[src/rtl/riscv_enc_pkg.sv]
// riscv_enc_pkg: shared opcodes, request kinds, FSM states and immediate limits
package riscv_enc_pkg;

    localparam logic [6:0] OP_R   = 7'b0110011;
    localparam logic [6:0] OP_I   = 7'b0010011;
    localparam logic [6:0] OP_LW  = 7'b0000011;
    localparam logic [6:0] OP_SW  = 7'b0100011;
    localparam logic [6:0] OP_BEQ = 7'b1100011;
    localparam logic [6:0] OP_JAL = 7'b1101111;

    localparam int IMM12_MIN = -2048;
    localparam int IMM12_MAX = 2047;
    localparam int BEQ_MIN   = -4096;
    localparam int BEQ_MAX   = 4094;
    localparam int JAL_MIN   = -1048576;
    localparam int JAL_MAX   = 1048574;

    typedef enum logic [2:0] {
        K_R   = 3'd0,
        K_I   = 3'd1,
        K_LW  = 3'd2,
        K_SW  = 3'd3,
        K_BEQ = 3'd4,
        K_JAL = 3'd5,
        K_END = 3'd6,
        K_ILL = 3'd7
    } req_kind_e;

    typedef enum logic [1:0] {
        S_IDLE   = 2'd0,
        S_ACCEPT = 2'd1,
        S_WRITE  = 2'd2,
        S_DONE   = 2'd3
    } state_e;

endpackage

[src/rtl/instr_field_packer.sv]
// instr_field_packer: packs request fields into an RV32I word and checks immediate range
module instr_field_packer
    import riscv_enc_pkg::*;
(
    input  logic [2:0]  kind,
    input  logic [2:0]  funct3,
    input  logic [6:0]  funct7,
    input  logic [4:0]  rd,
    input  logic [4:0]  rs1,
    input  logic [4:0]  rs2,
    input  logic [20:0] imm,
    output logic [31:0] word,
    output logic        range_ok
);

    logic signed [20:0] simm;
    logic               fits12;
    logic               fits_b;
    logic               fits_j;

    assign simm   = $signed(imm);
    assign fits12 = simm >= IMM12_MIN && simm <= IMM12_MAX;
    assign fits_b = simm >= BEQ_MIN && simm <= BEQ_MAX && !imm[0];
    assign fits_j = simm >= JAL_MIN && simm <= JAL_MAX && !imm[0];

    // Scatter fields by format; END and illegal kinds produce an all-zero word
    always_comb begin
        word     = '0;
        range_ok = 1'b0;
        case (req_kind_e'(kind))
            K_R:   begin word = {funct7, rs2, rs1, funct3, rd, OP_R}; range_ok = 1'b1; end
            K_I:   begin word = {imm[11:0], rs1, funct3, rd, OP_I}; range_ok = fits12; end
            K_LW:  begin word = {imm[11:0], rs1, 3'b010, rd, OP_LW}; range_ok = fits12; end
            K_SW:  begin word = {imm[11:5], rs2, rs1, 3'b010, imm[4:0], OP_SW}; range_ok = fits12; end
            K_BEQ: begin word = {imm[12], imm[10:5], rs2, rs1, 3'b000, imm[4:1], imm[11], OP_BEQ}; range_ok = fits_b; end
            K_JAL: begin word = {imm[20], imm[10:1], imm[11], imm[19:12], rd, OP_JAL}; range_ok = fits_j; end
            default: begin word = '0; range_ok = 1'b0; end
        endcase
    end

endmodule

[src/rtl/instr_encode_loader.sv]
// instr_encode_loader: accepts field-level requests and writes encoded words to instruction memory
module instr_encode_loader
    import riscv_enc_pkg::*;
#(
    parameter int ADDR_W = 8
) (
    input  logic              clk,
    input  logic              rst,
    input  logic              start,
    input  logic              req_valid,
    output logic              req_ready,
    input  logic [2:0]        req_kind,
    input  logic [2:0]        req_funct3,
    input  logic [6:0]        req_funct7,
    input  logic [4:0]        req_rd,
    input  logic [4:0]        req_rs1,
    input  logic [4:0]        req_rs2,
    input  logic [20:0]       req_imm,
    output logic              imem_we,
    output logic [ADDR_W-1:0] imem_addr,
    output logic [31:0]       imem_wdata,
    output logic              busy,
    output logic              done,
    output logic              err,
    output logic [ADDR_W:0]   count
);

    localparam logic [ADDR_W:0] FULL = (ADDR_W+1)'(2**ADDR_W);

    state_e            state_q, state_d;
    logic [ADDR_W:0]   count_q, count_d;
    logic [ADDR_W-1:0] addr_q, addr_d;
    logic [31:0]       word_q, word_d, word;
    logic              ok_q, ok_d, err_q, err_d, range_ok;
    req_kind_e         kind;

    assign kind = req_kind_e'(req_kind);

    instr_field_packer u_packer (
        .kind     (req_kind),
        .funct3   (req_funct3),
        .funct7   (req_funct7),
        .rd       (req_rd),
        .rs1      (req_rs1),
        .rs2      (req_rs2),
        .imm      (req_imm),
        .word     (word),
        .range_ok (range_ok)
    );

    // Next-state logic: one handshake in ACCEPT, one write slot in WRITE; address holds once full
    always_comb begin
        state_d = state_q;
        count_d = count_q;
        addr_d  = addr_q;
        word_d  = word_q;
        ok_d    = ok_q;
        err_d   = err_q;
        case (state_q)
            S_IDLE: if (start) begin
                state_d = S_ACCEPT;
                count_d = '0;
                addr_d  = '0;
                err_d   = 1'b0;
            end
            S_ACCEPT: if (req_valid) begin
                if (kind == K_END) state_d = S_DONE;
                else if (kind == K_ILL) err_d = 1'b1;
                else begin
                    word_d  = word;
                    ok_d    = range_ok;
                    state_d = S_WRITE;
                end
            end
            S_WRITE: if (!ok_q) begin
                err_d   = 1'b1;
                state_d = S_ACCEPT;
            end else begin
                count_d = count_q + 1'b1;
                state_d = (count_d == FULL) ? S_DONE : S_ACCEPT;
                addr_d  = (count_d == FULL) ? addr_q : addr_q + 1'b1;
            end
            default: state_d = S_IDLE;
        endcase
    end

    // State and datapath registers; reset drops any pending write
    always_ff @(posedge clk or posedge rst) begin
        if (rst) begin
            state_q <= S_IDLE;
            count_q <= '0;
            addr_q  <= '0;
            word_q  <= '0;
            ok_q    <= 1'b0;
            err_q   <= 1'b0;
        end else begin
            state_q <= state_d;
            count_q <= count_d;
            addr_q  <= addr_d;
            word_q  <= word_d;
            ok_q    <= ok_d;
            err_q   <= err_d;
        end
    end

    assign req_ready  = state_q == S_ACCEPT;
    assign imem_we    = state_q == S_WRITE && ok_q;
    assign imem_addr  = addr_q;
    assign imem_wdata = word_q;
    assign busy       = state_q != S_IDLE;
    assign done       = state_q == S_DONE;
    assign err        = err_q;
    assign count      = count_q;

endmodule

[config.mk]
export PLATFORM = sky130hd
export DESIGN_NAME = instr_encode_loader
export DESIGN_NICKNAME = d
export VERILOG_FILES = /design/src/rtl/riscv_enc_pkg.sv /design/src/rtl/instr_field_packer.sv /design/src/rtl/instr_encode_loader.sv
export SDC_FILE = /design/constraint.sdc
export NUM_CORES = 1
export LEC_CHECK = 0
export CAP_MARGIN = 20
export CORE_ASPECT_RATIO = 0.5
export CORE_UTILIZATION = 44
export DETAILED_ROUTE_END_ITERATION = 10
export PLACE_DENSITY = 0.83
export SYNTH_ARGS = -nofsm -noshare
export SYNTH_HDL_FRONTEND = slang
export SYNTH_SLANG_ARGS = --single-unit
[constraint.sdc]
create_clock -name clk -period 2.6 [get_ports clk]
set_input_delay 0.52 -clock clk [delete_from_list [all_inputs] [get_ports clk]]
set_output_delay 0.52 -clock clk [all_outputs]
set_load 0.01 [all_outputs]
Word-level counts from Yosys, hierarchy flattened

Index checks and enable logic that the tools add are counted.

Bits in registers: 53
Input port bits: 53

Add/subtract/negate cells: 2
Order comparisons: 6
Equal/unequal tests: 19
Mux-type cells: 22
Bitwise logic cells: 2
Reduce and logical (&&, ||, !) cells: 18

Operators with widths:

| operator                                                         | count |
|---|---|
| case mux 32 bit (6 select lines)                                 | 1 |
| two-way mux 8 bit                                                | 3 |
| >= comparator 21 x 12 -> 1 bit, second input constant            | 1 |
| >= comparator 21 x 13 -> 1 bit, second input constant            | 1 |
| >= comparator 21 bit, second input constant                      | 1 |
| less-or-equal comparator 21 x 12 -> 1 bit, second input constant | 1 |
| less-or-equal comparator 21 x 13 -> 1 bit, second input constant | 1 |
| less-or-equal comparator 21 bit, second input constant           | 1 |
| two-way mux 9 bit                                                | 2 |
| case mux 9 bit (2 select lines)                                  | 1 |
| case mux 8 bit (2 select lines)                                  | 1 |
| equality test 3 bit, second input constant                       | 4 |
| two-way mux 2 bit                                                | 6 |
| != test 2 bit, second input constant                             | 6 |
| adder 9 x 1 -> 9 bit, second input constant                      | 1 |
| equality test 9 bit, second input constant                       | 1 |
| adder 8 x 1 -> 8 bit, second input constant                      | 1 |
| AND reduction 4 bit                                              | 2 |
| equality test 3 x 2 -> 1 bit, second input constant              | 2 |
| logical AND 1 bit                                                | 6 |
| case mux 2 bit (3 select lines)                                  | 1 |
| AND reduction 3 bit                                              | 2 |
| AND reduction 6 bit                                              | 1 |
| two-way mux 1 bit                                                | 5 |
| other kinds (14)                                                 | 17 |

Logic depth before layout (Yosys ltp)

Gate-level depths: netlist of the first run.

Word-level depth: 5
Depth in mapped cells: 9

Cells and area by module

From an unflattened synthesis of the first run, not the netlist that was laid out.

Cell total of the unflattened synthesis: 347
Area, all modules: 3363.2 um^2

Modules (own cells, without submodules):

| module              | times used | cells each | area each (um^2) | seq. area each (um^2) |
|---|---|---|---|---|
| instr_encode_loader | 1          | 223        | 2595.0           | 1326.3 |
| instr_field_packer  | 1          | 124        | 768.2            | 0.0 |

Least setup slack after synthesis of the first run

OpenSTA, ideal clock, no wires.

Path kind: reg-to-reg
Start point: reg count_q[0], in the netlist count[0]
End point: reg addr_q[4], in the netlist imem_addr[4]
Arrival time: 2.026 ns
Required time: 2.447 ns
Setup slack: 0.421 ns
Stages on the path, launching flop included: 10
Buffers on the path: 2
Cells stage by stage: dfrtp_1 ha_1 buf_2 xor2_1 or4_1 a22oi_2 and4_1 buf_6 or3_1 a21oi_1

Longest elaborated chain between the ends: 4

RTL lines:

| element                       | RTL line                  | RTL |
|---|---|---|
| start, declared               | instr_encode_loader.sv:31 | `logic [ADDR_W:0] count_q, count_d;` |
| start signal, assigned        | instr_encode_loader.sv:98 | `count_q <= count_d;` |
| adder 9 x 1 -> 9 bit          | instr_encode_loader.sv:79 | `count_d = count_q + 1'b1;` |
| equality test 9 bit           | instr_encode_loader.sv:81 | `addr_d = (count_d == FULL) ? addr_q : addr_q + 1'b1;` |
| != test 2 bit (no line)       | -                         |  |
| AND reduction 4 bit (no line) | -                         |  |
| end signal, assigned          | instr_encode_loader.sv:99 | `addr_q <= addr_d;` |
| end, declared                 | instr_encode_loader.sv:32 | `logic [ADDR_W-1:0] addr_q, addr_d;` |

No other way between the ends.
A chain may end at the register's enable or synchronous reset.

Worst setup path after layout of the first run

Start point: reg state_q[0]
End point: out imem_we

Longest elaborated chain between the ends: 2

RTL lines:

| element                | RTL line                   | RTL |
|---|---|---|
| start, declared        | instr_encode_loader.sv:30  | `state_e state_q, state_d;` |
| start signal, assigned | instr_encode_loader.sv:97  | `state_q <= state_d;` |
| equality test 2 bit    | instr_encode_loader.sv:107 | `assign imem_we = state_q == S_WRITE && ok_q;` |
| logical AND 1 bit      | instr_encode_loader.sv:107 |  |
| end, declared          | instr_encode_loader.sv:19  | `output logic imem_we,` |

No other way between the ends.

==> results.sh, run 1 <==
export IMPL_synthCells=318
export IMPL_postPlaceCellArea_sq_mm=0.00404
export IMPL_pwr_share_seq=0.355
export IMPL_rsz0062_at_grt="false"
export IMPL_dp_slack_ns=0.189
export IMPL_clkLatencyLatePin_ns=0.29
export IMPL_dp_cells=511
export IMPL_cts_sinks=51
export IMPL_end_kind="output pin"
export IMPL_power_density_mw_per_mm2=857
export IMPL_die_w_microns=115
export IMPL_final_layout_size_suffix_gt1_frac=0.0742
export IMPL_die_h_microns=58.7
export IMPL_wirelength_mm=7.82
export IMPL_hold_viol=0
export IMPL_antenna_cells=0
export IMPL_grt_pass1_wl_mm=12.9
export IMPL_cts_path_max_buffers=2
export IMPL_cp_arrival_ns=1.99
export IMPL_cp_cell_sequence="inv_1 > ha_1 > and2_0 > clkdlybuf4s50_1"
export IMPL_drt_iter0_markers=221
export IMPL_cp_num_buf_inv=2
export IMPL_htreeDepth=2
export IMPL_areaGrowthSynthToFinish_pct=47.9
export IMPL_drtPass1Iterations=4
export IMPL_worstHoldPathType="flip-flop to flip-flop"
export IMPL_post_cts_setup_buffers=0
export IMPL_start_util=0.461
export IMPL_async_flop_share=1.00
export IMPL_finalMaxSlewViolations=0
export IMPL_yosys_most_used_dff="dfrtp_1"
export IMPL_first_global_vias=2814
export IMPL_clkPwrFrac=0.177
export IMPL_critPathMaxFanout=7
export IMPL_core_area_sq_mm=0.00613
export IMPL_vias_per_cell=5.49
export IMPL_cts_resized=0
export IMPL_p_comb_frac=0.468
export IMPL_drc=0
export IMPL_switching_share=0.350
export IMPL_setup_viol=0
export IMPL_cts_root_buf="clkbuf_16"
export IMPL_cts_clk_slew_worst_paths_ns=0.06
export IMPL_fin_nets=490
export IMPL_antenna_found_initial=0
export IMPL_leakage_uw=0.00179
export IMPL_drv_cap=0
export IMPL_fin_area_sq_mm=0.00418
export IMPL_slew_headroom=0.570
export IMPL_critPathTopFamily="buffers and inverters"
export IMPL_via_count=2849
export IMPL_gp_congestion=0.894
export IMPL_cts_tree="yes"
export IMPL_rows=20
export IMPL_final_cell_mix="clkdlybuf4s50_1, dfrtp_1, nor2_1"
export IMPL_grt_overflow_total=0
export IMPL_finClkSkew_ns=0.00352
export IMPL_syn_num_nets=378
export IMPL_ioPinCount=107
export IMPL_fin_setup_tns_ns=0
export IMPL_intPower_uw=2330
export IMPL_avgSynthCellArea_sq_um=8.88
export IMPL_grt_max_degree=52
export IMPL_finish_utilization=0.681
export IMPL_setup_ws_ns=0.0853
export IMPL_final_common_cell="clkdlybuf4s50_1"
export IMPL_slowest_delay_ns=0.58
export IMPL_critPathKind="flip-flop to output pin"
export IMPL_tightestPinTransition_ns=0.645
export IMPL_max_freq_mhz=398
export IMPL_synth_cell_type_count=47
export IMPL_instances_no_fill=519
export IMPL_power_switching_uw=1250
export IMPL_status="complete, no violations"
export IMPL_ys_seq_area_frac=0.452
export IMPL_die_area_sq_mm=0.00676
export IMPL_ys_seq_elements=51
export IMPL_track_usage=0.245
export IMPL_syn_area_sq_mm=0.00282
export IMPL_hpwl_mm=5.96
export IMPL_period_minus_slack_ns=2.51
export IMPL_setup_worst_path_start_class="flip-flop"
export IMPL_wl_per_cell_microns=15.1
export IMPL_crit_slowest_cell="clkdlybuf4s50_1"
export IMPL_cts_buffers_inserted=5
export IMPL_synth_edf_count=0
export IMPL_postRouteAntennaNets=0
export IMPL_crit_required_ns=2.08
export IMPL_peakVddDrop_mv=0.524
export IMPL_io_buffers=106
export IMPL_min_period_over_period=0.967
export IMPL_postCtsHoldBufs=0
export IMPL_yosys_warnings=0
==> worst paths after layout <==
| path | from | endpoint | slack [ns] | depth (start not counted) |
|---|---|---|---|---|
| worst max-delay path | state_q[0] | imem_we | 0.09 | 4 |
| worst min-delay path | imem_wdata[30] | imem_wdata[30] | 0.48 | 2 |
| worst max register to register | count[0] | imem_addr[5] | 0.26 | 7 |
| worst min register to register | imem_wdata[30] | imem_wdata[30] | 0.48 | 2 |
| max in group asynchronous | rst | imem_wdata[11] | 1.45 | 3 |
| min in group asynchronous | rst | count[7] | 0.73 | 3 |
==> synthesized netlist by cell type, types with 2 or more instances <==
cell | instances | area, sq um
dfrtp_1 | 51 | 1280
nor2_1 | 38 | 143
o21ai_0 | 30 | 150
nand2_1 | 29 | 109
inv_1 | 16 | 60.1
a21oi_1 | 15 | 75.1
clkbuf_1 | 12 | 45.0
nand3_1 | 11 | 55.1
mux2i_1 | 9 | 90.1
nand4_1 | 9 | 56.3
a221oi_1 | 8 | 70.1
a31oi_1 | 7 | 43.8
ha_1 | 7 | 87.6
or3_1 | 6 | 37.5
a222oi_1 | 5 | 50.1
nor2b_1 | 5 | 31.3
o21ai_1 | 5 | 25.0
a22o_1 | 4 | 35.0
and3_1 | 4 | 25.0
and4_1 | 4 | 35.0
buf_2 | 3 | 15.0
nand2b_1 | 3 | 18.8
nor3_1 | 3 | 15.0
o41ai_1 | 3 | 26.3
or2_2 | 3 | 18.8
buf_4 | 2 | 15.0
o211ai_1 | 2 | 15.0
o22ai_1 | 2 | 12.5
o31ai_1 | 2 | 15.0
xnor2_1 | 2 | 17.5
xor2_1 | 2 | 17.5
==> cell families (layout without fill, tap and decap cells) <==
logic type | after synthesis | count (layout) | share of synthesized area
simple gates | 122 | 122 | 0.212
compound gates | 90 | 90 | 0.205
flops | 51 | 51 | 0.452
buf+inv | 34 | 147 | 0.0518
mux | 10 | 10 | 0.0359
fa+ha+maj | 7 | 7 | 0.0310
xor+xnor | 4 | 4 | 0.0124
==> state kept, by name, summed over array words and instances (netlist names) <==
name        count
ok_q            1
err             1
imem_addr       8
count           9
imem_wdata     30
state_q         2
==> worst reg2reg max path, stage by stage, from the launching register on <==
cell	delay (ns)
dfrtp_1	0.48
ha_1	0.28
xor2_1	0.14
or4_1	0.43
a22oi_2	0.21
and4_1	0.43
o21ai_1	0.12
a21oi_1	0.17
==> final cells by class <==
cell class	count	area, sq um
fillers	481	1950
multi-input cells	233	1400
flip-flops and latches	51	1280
repair buffers	123	1190
clock buffers	6	129
well taps	88	110
inverters	16	60.1
clock inverters	2	12.5
==> layer usage <==
metal	wire length (microns)	part of all wire	vias up	global-route usage
li1	-	-	1376	-
met3	401	0.051	6	0.0639
met2	4080	0.52	91	0.461
met1	3300	0.42	1376	0.288
met5	0	0	-	0
met4	34	0.0043	0	0.0482
==> through the flow <==
stage / power, uW / hold slack (ns)
2_1_floorplan: 2050 / 0.515
3_3_place_gp: 2900 / 0.464
3_5_place_dp: 2970 / 0.473
4_1_cts: 3610 / 0.485
5_1_grt: 3830 / 0.508
6_report: 3580 / 0.478
==> power groups by stage <==
stage	combinational, uW	sequential [uW]	clock, uW
global placement	1630	1270	0
finish	1680	1270	636
detailed placement	1680	1290	0
global route	1830	1300	695
floorplan	678	1370	0
CTS	1690	1270	646
No activity file was read; power rests on OpenSTA's default activity.
==> inputs of run 2 (changes only) <==
REMOVE_ABC_BUFFERS = 1   (was not set)
SLEW_MARGIN = 40   (was not set)
==> run 2 against run 1 <==
Power grew 4.5%; routed wire length increased by 5.0%; sequential power is essentially flat; non-clock buffer count is the same; critical endpoint unchanged.
==> results.sh, run 2 (synthesized netlist as in run 1, its figures left out) <==
export IMPL_status="complete, no violations"
export IMPL_htreeDepth=2
export IMPL_setup_viol=0
export IMPL_wl_met2_mm=4.19
export IMPL_hpwl_mm=6.27
export IMPL_postCtsHoldBufs=0
export IMPL_rows=20
export IMPL_slowest_delay_ns=0.57
export IMPL_cts_resized=0
export IMPL_start_util=0.461
export IMPL_postRouteAntennaNets=0
export IMPL_tightestPinTransition_ns=0.549
export IMPL_grt_pass1_wl_mm=13.2
export IMPL_rsz0062_at_grt="false"
export IMPL_cp_cell_sequence="inv_1 > ha_1 > and2_1 > clkdlybuf4s50_1"
export IMPL_crit_slowest_cell="clkdlybuf4s50_1"
export IMPL_critPathKind="flip-flop to output pin"
export IMPL_fin_nets=490
export IMPL_instances_no_fill=519
export IMPL_critPathMaxFanout=7
export IMPL_cts_tree="yes"
export IMPL_leakage_uw=0.00181
export IMPL_finalMaxSlewViolations=0
export IMPL_hold_viol=0
export IMPL_track_usage=0.255
export IMPL_first_global_vias=2773
export IMPL_power_uw=3740
export IMPL_cp_arrival_ns=1.92
export IMPL_slew_headroom=0.630
export IMPL_final_common_cell="clkdlybuf4s50_1"
export IMPL_core_area_sq_mm=0.00613
export IMPL_grt_overflow_total=0
export IMPL_vias_per_cell=5.70
export IMPL_r2r_start="count[0]"
export IMPL_finClkSkew_ns=0.00511
export IMPL_rrSetupSlack_ns=0.30
export IMPL_drv_cap=0
export IMPL_drtPass1Iterations=6
export IMPL_r2r_cells=7
export IMPL_fill_cells=473
export IMPL_grt_max_degree=23
export IMPL_min_period_over_period=0.938
export IMPL_cts_sinks=51
export IMPL_setup_worst_path_start_class="flip-flop"
export IMPL_cts_buffers_inserted=5
export IMPL_wl_per_cell_microns=15.8
export IMPL_cts_clk_slew_worst_paths_ns=0.07
export IMPL_die_h_microns=58.7
export IMPL_crit_required_ns=2.08
export IMPL_gp_congestion=0.946
export IMPL_die_area_sq_mm=0.00676
export IMPL_antenna_cells=0
export IMPL_dp_cells=511
export IMPL_regArea_sq_mm=0.00128
export IMPL_wl_met1_mm=3.42
export IMPL_critPathTopFamily="buffers and inverters"
export IMPL_areaGrowthSynthToFinish_pct=49.1
export IMPL_regToRegEndpoint="imem_addr[7]"
export IMPL_top_layer="met4"
export IMPL_via_count=2960
export IMPL_post_cts_setup_buffers=0
export IMPL_postPlaceCellArea_sq_mm=0.00404
export IMPL_drc=0
export IMPL_cts_path_max_buffers=2
export IMPL_fin_area_sq_mm=0.00421
export IMPL_worstHoldPathType="primary input to async pin"
export IMPL_fin_setup_tns_ns=0
export IMPL_power_density_mw_per_mm2=889
export IMPL_io_buffers=106
export IMPL_max_freq_mhz=410
export IMPL_largest_reg_flops=30
export IMPL_peakVddDrop_mv=0.555
export IMPL_antenna_found_initial=0
export IMPL_die_w_microns=115
export IMPL_wirelength_mm=8.21
export IMPL_period_minus_slack_ns=2.44
export IMPL_final_layout_size_suffix_gt1_frac=0.0766
export IMPL_clkLatencyLatePin_ns=0.30
export IMPL_multi_input_area_sq_mm=0.00140
export IMPL_final_cell_mix="clkdlybuf4s50_1, dfrtp_1, nor2_1"
export IMPL_cp_num_buf_inv=2
export IMPL_drt_iter0_markers=399
export IMPL_end_kind="output pin"
export IMPL_cts_root_buf="clkbuf_16"
export IMPL_ioPinCount=107
export IMPL_wl_met3_microns=453
[run 2: routing by layer]
| layer | GRT usage | vias to the layer above |
|---|---|---|
| met3 | 0.0587 | 18 |
| met2 | 0.444 | 116 |
| met4 | 0.0872 | 0 |
| met5 | 0 | - |
| li1 | - | 1386 |
| met1 | 0.317 | 1440 |
[run 2: metrics by stage]
| stage | worst slack, ns | util | hold slack (ns) |
|---|---|---|---|
| after floorplan | 0.415 | - | 0.515 |
| after global placement | 0.205 | 0.658 | 0.469 |
| after detailed placement | 0.0585 | 0.658 | 0.468 |
| after CTS | 0.0996 | 0.687 | 0.464 |
| after global routing | 0.0192 | 0.687 | 0.470 |
| final | 0.160 | 0.687 | 0.452 |
[run 2: how the worst max path moves through the flow]
| stage | start | to | slack (ns) | cells after the start |
|---|---|---|---|---|
| detailed placement | req_kind[0] | imem_wdata[8] | 0.06 | 6 |
| floorplan | count[0] | imem_addr[2] | 0.41 | 7 |
| finish | state_q[0] | imem_we | 0.16 | 4 |
| CTS | state_q[0] | imem_we | 0.1 | 4 |
| global route | state_q[0] | imem_we | 0.02 | 4 |
| global placement | req_kind[1] | imem_wdata[11] | 0.20 | 6 |
[run 2: power breakdown]
part,leakage (uW),switching [uW],internal (uW),total (uW)
sequential,0.000649,207,1070,1280
clock,0.0000868,300,479,780
combinational,0.00108,785,899,1680
total,0.00181,1290,2450,3740
[run 2: layout make-up]
type                       count  share of cell area
multi-input combinational    233               0.333
clock inverter                 2             0.00832
inverter                      16              0.0143
sequential                    51               0.303
timing repair buffer         123               0.282
clock buffer                   6              0.0330
tap                           88              0.0262
